`src/rtl/mac_acc.sv`:
```
// mac_acc: multi-lane integer multiply-accumulate with vector framing.
// Stage 1 registers lane products, stage 2 accumulates and publishes.
module mac_acc #(
  parameter int LANES = 2,
  parameter int ACC_W = 40,
  parameter int CNT_W = 8
) (
  input  logic                     clk,
  input  logic                     rst,
  input  logic [3:0]               mode,
  input  logic                     in_valid,
  output logic                     in_ready,
  input  logic                     in_last,
  input  logic [16*LANES-1:0]      value,
  input  logic [16*LANES-1:0]      weight,
  input  logic [24*LANES-1:0]      bias,
  output logic                     out_valid,
  input  logic                     out_ready,
  output logic [ACC_W*LANES-1:0]   result,
  output logic [LANES-1:0]         out_sat,
  output logic                     out_err,
  output logic [CNT_W-1:0]         out_cnt
);

  localparam int PROD_W = 32;
  localparam int SUM_W  = ((ACC_W > PROD_W) ? ACC_W : PROD_W) + 2;

  localparam logic signed [ACC_W-1:0] ACC_MAX =
    {1'b0, {(ACC_W-1){1'b1}}};
  localparam logic signed [ACC_W-1:0] ACC_MIN =
    {1'b1, {(ACC_W-1){1'b0}}};
  localparam logic signed [SUM_W-1:0] MAX_S = SUM_W'(ACC_MAX);
  localparam logic signed [SUM_W-1:0] MIN_S = SUM_W'(ACC_MIN);

  typedef enum logic {
    IDLE = 1'b0,
    ACC  = 1'b1
  } state_t;

  function automatic logic is_legal(input logic [3:0] m);
    return (m == 4'b0010) || (m == 4'b0100) || (m == 4'b1000);
  endfunction

  // sel is either all-zero or a legal one-hot mode
  function automatic logic signed [PROD_W-1:0] lane_prod(
    input logic [15:0] v,
    input logic [15:0] w,
    input logic [3:0]  sel
  );
    logic signed [PROD_W-1:0] a;
    logic signed [PROD_W-1:0] b;
    logic signed [PROD_W-1:0] p;
    a = '0;
    b = '0;
    p = '0;
    unique case (1'b1)
      sel[1]: begin
        for (int i = 0; i < 4; i++) begin
          a = PROD_W'(signed'(v[i*4 +: 4]));
          b = PROD_W'(signed'(w[i*4 +: 4]));
          p = p + a * b;
        end
      end
      sel[2]: begin
        for (int i = 0; i < 2; i++) begin
          a = PROD_W'(signed'(v[i*8 +: 8]));
          b = PROD_W'(signed'(w[i*8 +: 8]));
          p = p + a * b;
        end
      end
      sel[3]: begin
        a = PROD_W'(signed'(v));
        b = PROD_W'(signed'(w));
        p = a * b;
      end
      default: p = '0;
    endcase
    return p;
  endfunction

  state_t           state_q, state_d;
  logic [3:0]       mode_q, mode_d;

  logic             s1_valid_q, s1_valid_d;
  logic             s1_first_q, s1_first_d;
  logic             s1_last_q, s1_last_d;
  logic             s1_err_q, s1_err_d;

  logic             err_q, err_d;
  logic [CNT_W-1:0] cnt_q, cnt_d;

  logic             out_valid_q, out_valid_d;
  logic             out_err_q, out_err_d;
  logic [CNT_W-1:0] out_cnt_q, out_cnt_d;

  logic             en;
  logic             take;
  logic             first_c;
  logic             in_legal;
  logic             beat_err;
  logic [3:0]       eff_mode;
  logic [3:0]       sel_mode;
  logic             step;
  logic             done;

  // Handshake and per-beat mode resolution at the input
  always_comb begin
    en       = !(out_valid_q && !out_ready);
    take     = in_valid && en;
    first_c  = (state_q == IDLE);
    in_legal = is_legal(mode);
    eff_mode = first_c ? mode : mode_q;
    sel_mode = (in_legal && is_legal(eff_mode)) ? eff_mode : 4'b0000;
    beat_err = !in_legal || (!first_c && (mode != mode_q));
    step     = en && s1_valid_q;
    done     = step && s1_last_q;
  end

  // Vector framing FSM and mode latch
  always_comb begin
    state_d = state_q;
    mode_d  = mode_q;
    if (take) begin
      if (first_c) begin
        mode_d = mode;
      end
      state_d = in_last ? IDLE : ACC;
    end
  end

  // Stage 1 control bundle
  always_comb begin
    s1_valid_d = s1_valid_q;
    s1_first_d = s1_first_q;
    s1_last_d  = s1_last_q;
    s1_err_d   = s1_err_q;
    if (en) begin
      s1_valid_d = take;
      s1_first_d = first_c;
      s1_last_d  = in_last;
      s1_err_d   = beat_err;
    end
  end

  // Stage 2 vector error/count tracking and output handshake
  always_comb begin
    err_d       = err_q;
    cnt_d       = cnt_q;
    out_err_d   = out_err_q;
    out_cnt_d   = out_cnt_q;
    out_valid_d = out_valid_q;
    if (step) begin
      if (s1_first_q) begin
        err_d = s1_err_q;
        cnt_d = CNT_W'(1);
      end else begin
        err_d = err_q || s1_err_q;
        cnt_d = (&cnt_q) ? cnt_q : cnt_q + CNT_W'(1);
      end
    end
    if (done) begin
      out_err_d   = err_d;
      out_cnt_d   = cnt_d;
      out_valid_d = 1'b1;
    end else if (out_ready) begin
      out_valid_d = 1'b0;
    end
  end

  // Shared control registers
  always_ff @(posedge clk or posedge rst) begin
    if (rst) begin
      state_q     <= IDLE;
      mode_q      <= '0;
      s1_valid_q  <= 1'b0;
      s1_first_q  <= 1'b0;
      s1_last_q   <= 1'b0;
      s1_err_q    <= 1'b0;
      err_q       <= 1'b0;
      cnt_q       <= '0;
      out_valid_q <= 1'b0;
      out_err_q   <= 1'b0;
      out_cnt_q   <= '0;
    end else begin
      state_q     <= state_d;
      mode_q      <= mode_d;
      s1_valid_q  <= s1_valid_d;
      s1_first_q  <= s1_first_d;
      s1_last_q   <= s1_last_d;
      s1_err_q    <= s1_err_d;
      err_q       <= err_d;
      cnt_q       <= cnt_d;
      out_valid_q <= out_valid_d;
      out_err_q   <= out_err_d;
      out_cnt_q   <= out_cnt_d;
    end
  end

  for (genvar g = 0; g < LANES; g++) begin : g_lane
    logic signed [PROD_W-1:0] prod_c;
    logic signed [PROD_W-1:0] prod_q, prod_d;
    logic signed [23:0]       bias_q, bias_d;
    logic signed [ACC_W-1:0]  acc_q, acc_d;
    logic signed [ACC_W-1:0]  res_q, res_d;
    logic                     sat_q, sat_d;
    logic                     osat_q, osat_d;
    logic signed [SUM_W-1:0]  base;
    logic signed [SUM_W-1:0]  sum;
    logic                     ovf_hi;
    logic                     ovf_lo;

    assign prod_c = lane_prod(value[g*16 +: 16],
                              weight[g*16 +: 16],
                              sel_mode);

    // Stage 1: capture product and bias of an accepted beat
    always_comb begin
      prod_d = prod_q;
      bias_d = bias_q;
      if (take) begin
        prod_d = prod_c;
        bias_d = bias[g*24 +: 24];
      end
    end

    // Stage 2: full-precision add, clamp to ACC_W, sticky sat
    always_comb begin
      base   = s1_first_q ? SUM_W'(bias_q) : SUM_W'(acc_q);
      sum    = base + SUM_W'(prod_q);
      ovf_hi = sum > MAX_S;
      ovf_lo = sum < MIN_S;
      acc_d  = acc_q;
      sat_d  = sat_q;
      res_d  = res_q;
      osat_d = osat_q;
      if (step) begin
        if (ovf_hi) begin
          acc_d = ACC_MAX;
        end else if (ovf_lo) begin
          acc_d = ACC_MIN;
        end else begin
          acc_d = ACC_W'(sum);
        end
        sat_d = (!s1_first_q && sat_q) || ovf_hi || ovf_lo;
        if (s1_last_q) begin
          res_d  = acc_d;
          osat_d = sat_d;
        end
      end
    end

    // Lane datapath registers
    always_ff @(posedge clk or posedge rst) begin
      if (rst) begin
        prod_q <= '0;
        bias_q <= '0;
        acc_q  <= '0;
        sat_q  <= 1'b0;
        res_q  <= '0;
        osat_q <= 1'b0;
      end else begin
        prod_q <= prod_d;
        bias_q <= bias_d;
        acc_q  <= acc_d;
        sat_q  <= sat_d;
        res_q  <= res_d;
        osat_q <= osat_d;
      end
    end

    assign result[g*ACC_W +: ACC_W] = res_q;
    assign out_sat[g]               = osat_q;
  end

  assign in_ready  = en;
  assign out_valid = out_valid_q;
  assign out_err   = out_err_q;
  assign out_cnt   = out_cnt_q;

endmodule
```
`config.mk`:
```
export PLATFORM = sky130hd
export DESIGN_NAME = mac_acc
export DESIGN_NICKNAME = d
export VERILOG_FILES = /design/src/rtl/mac_acc.sv
export SDC_FILE = /design/constraint.sdc
export NUM_CORES = 2
export LEC_CHECK = 0
export ABC_AREA = 1
export CAP_MARGIN = 20
export CORE_MARGIN = 2
export CORE_UTILIZATION = 30
export DETAILED_ROUTE_END_ITERATION = 8
export PLACE_DENSITY = 0.55
export SLEW_MARGIN = 20
export SYNTH_ARGS = -nofsm -noshare
export SYNTH_HDL_FRONTEND = slang
export SYNTH_SLANG_ARGS = --single-unit
```
`constraint.sdc`:
```
create_clock -name clk -period 10.1 [get_ports clk]
set_input_delay 1.515 -clock clk [delete_from_list [all_inputs] [get_ports clk]]
set_output_delay 1.515 -clock clk [all_outputs]
set_load 0.005 [all_outputs]
```
==> flow_summary.json <==
{
  "post_cts_resized": 0,
  "synth_area_um2": 54500,
  "fmax_mhz": 124,
  "path_max_fanout": 13,
  "portBuffers": 213,
  "drt-met1-wl_mm": 80.5,
  "wl_per_cell_um": 19.4,
  "synth_largest_area_cell": "fa_1",
  "synth_top_flop_cell": "dfrtp_1",
  "synthDistinctLibCells": 54,
  "wl_met2_mm": 90.9,
  "ys_warn_count": 0,
  "yosysMostFrequentCell": "nand2_1",
  "startpoint_type": "input port",
  "antenna_found_initial": 2,
  "fin_crit_sh": 0.800,
  "synth_common_cells": "nand2_1, inv_1, fa_1",
  "drt_iter0_drc": 3300,
  "gp_congestion": 0.970,
  "grt_max_degree": 110,
  "wirelength_mm": 188,
  "clock_skew_ps": 21.5,
  "grt_pass1_vias": 48500,
  "vias": 45300,
  "cts_hold_buf": 0,
  "synth-async-reset-ratio": 1.00,
  "remaining_drc_errors": 0,
  "cts.sinks": 304,
  "worstHoldPathType": "reg2reg",
  "required_ps": 10540,
  "crit_arrival_ps": 8520,
  "die-area_um2": 185000,
  "tightest_slew_ps": 1140,
  "final_hold_viol_count": 0,
  "cts_buffers": 39,
  "synth-seq-cells": 304,
  "hpwl_mm": 158,
  "h-tree-depth": 2,
  "synth_top_area_frac": 0.334,
  "drt-vias-per-instance": 4.66,
  "synthCells": 7260,
  "period_needed_ps": 8080,
  "num_rows": 156,
  "final_layout_size_suffix_gt1_frac": 0.0310,
  "cts_setup_buffers": 0,
  "grt_util_all_layers": 0.206,
  "dieHeight_um": 430,
  "syn-num-nets": 8690,
  "slew_headroom": 0.236,
  "root_buffer": "clkbuf_16",
  "io_pins": 214,
  "syn_to_final_growth_pct": 10.5,
  "status": "finished clean",
  "first_pass_iters": 6,
  "synth_edf_count": 0,
  "clkTransAtPathRegs_ps": 50,
  "core_um2": 181000,
  "initial_utilization": 0.302,
  "cts_tree": "built",
  "fin_setup_tns_ps": 0,
  "maxCapViolCount": 0,
  "top_layer_used": "met5",
  "overflow": 0,
  "path_class": "in2reg",
  "clock_path_buffers": 3,
  "n_antenna_cell": 0,
  "worst_setup_path_end_kind": "flip-flop",
  "nets": 8752,
  "ys_seq_area_frac": 0.140,
  "grt_pass1_wl_mm": 292,
  "die_w_um": 430,
  "slew_violations": 0,
  "met3_length_mm": 8.56,
  "drtAntennaViolNets": 0,
  "setup_viol": 0,
  "synth_area_leaders": "fa_1, nand2_1, dfrtp_1, inv_1, ha_1",
  "syn_area_per_cell_um2": 7.50,
  "clock_latency_ps": 570,
  "rsz0062_at_grt": "false"
}
## worst max-delay path, stage by stage
cell,delay (ps)
clkdlybuf4s50_1,1120
nand2_1,220
inv_1,150
fa_1,560
fa_1,940
fa_1,550
fa_1,510
fa_1,490
inv_1,50
fa_1,550
inv_1,60
ha_1,370
nand2_1,160
nor3_1,320
nand3_1,100
or2_2,290
nand3_1,70
nand2_1,50
nand3_1,70
nand2_1,60
inv_1,80
nand2_1,60
nand2_1,80
nand2_1,60
## logic make-up after synthesis
kind of cell | count (synthesis) | share of synthesized area
simple gates | 3108 | 0.228
buf+inv | 1912 | 0.135
flops | 304 | 0.140
compound gates | 485 | 0.0489
mux | 1 | 0.000184
xor+xnor | 141 | 0.0227
fa+ha+maj | 1309 | 0.426
## final timing paths
check                                   startpoint                   end  slack [ps]  cells past startpoint
worst max-delay path                    weight[18]  g_lane[1].prod_q[26]        2020                     24
worst min-delay path            g_lane[1].acc_q[8]    g_lane[1].acc_q[8]         480                      2
worst max register to register          s1_first_q    g_lane[1].res_q[0]        5020                     19
worst min register to register  g_lane[1].acc_q[8]    g_lane[1].acc_q[8]         480                      2
max in group asynchronous                      rst            s1_first_q        6980                      3
min in group asynchronous                      rst   g_lane[1].res_q[27]        1510                      2
## routing by layer
layer / track usage / vias up
met1: 0.266 / 22300
li1: - / 21400
met5: 0 / -
met3: 0.0179 / 281
met4: 0.0794 / 2
met2: 0.355 / 1278
## layout make-up
class / count / area, um2
fillers: 19200 / 120000
multi-input cells: 5044 / 39500
flip-flops and latches: 304 / 7610
inverters: 1670 / 6280
well taps: 2370 / 2970
repair buffers: 263 / 2500
clock buffers: 52 / 1080
clock inverters: 15 / 220
## flip-flops by register name, indices dropped and copies added (netlist names)
register / cells
s1_valid_q: 1
out_cnt: 8
g_lane.sat_q: 2
g_lane.prod_q: 64
s1_err_q: 1
state_q: 1
cnt_q: 8
g_lane.bias_q: 48
s1_last_q: 1
g_lane.osat_q: 2
err_q: 1
out_valid: 1
out_err: 1
mode_q: 4
g_lane.acc_q: 80
g_lane.res_q: 80
s1_first_q: 1
## placed cells by master, fill, tap and decap left out, types with 3 or more instances in the layout
| cell | instances |
|---|---|
| nand2_1 | 2437 |
| inv_1 | 1650 |
| fa_1 | 908 |
| ha_1 | 401 |
| dfrtp_1 | 303 |
| nor2_1 | 288 |
| a21oi_1 | 235 |
| clkdlybuf4s50_1 | 212 |
| nand3_1 | 202 |
| o21ai_0 | 132 |
| xor2_1 | 90 |
| xnor2_1 | 51 |
| buf_4 | 50 |
| clkbuf_16 | 40 |
| nand2_2 | 39 |
| or2_2 | 37 |
| nand4_1 | 35 |
| nor3_1 | 27 |
| o21bai_1 | 24 |
| o21ai_1 | 24 |
| inv_2 | 17 |
| a21o_1 | 14 |
| o21a_1 | 13 |
| nand3b_1 | 11 |
| a31oi_1 | 10 |
| clkbuf_1 | 9 |
| o221ai_1 | 8 |
| nor2_2 | 7 |
| nand3_2 | 6 |
| clkinv_2 | 6 |
| a21boi_0 | 5 |
| bufinv_16 | 5 |
| nor2_4 | 4 |
| o211ai_1 | 4 |
| and2_1 | 3 |
| and3_1 | 3 |
| o22ai_1 | 3 |
| a22oi_1 | 3 |
| nor4_1 | 3 |
| clkbuf_8 | 3 |
## per-stage QoR
| stage | instances | area (um2) | worst slack (ps) | hold slack (ps) | utilization |
|---|---|---|---|---|---|
| 3_3_place_gp | 9651 | 58900 | 1600 | 461 | 0.326 |
| 6_report | 9718 | 60200 | 2020 | 478 | 0.333 |
| 5_1_grt | 9718 | 60200 | 1640 | 493 | 0.333 |
| 2_1_floorplan | 7260 | 54500 | 182 | 449 | - |
| 3_5_place_dp | 9651 | 58900 | 1520 | 465 | 0.326 |
| 4_1_cts | 9718 | 60200 | 2100 | 481 | 0.333 |
Power is left out: the tool's default activity adds up to more than one toggle a clock period on the data nets, which glitch-free logic cannot reach.
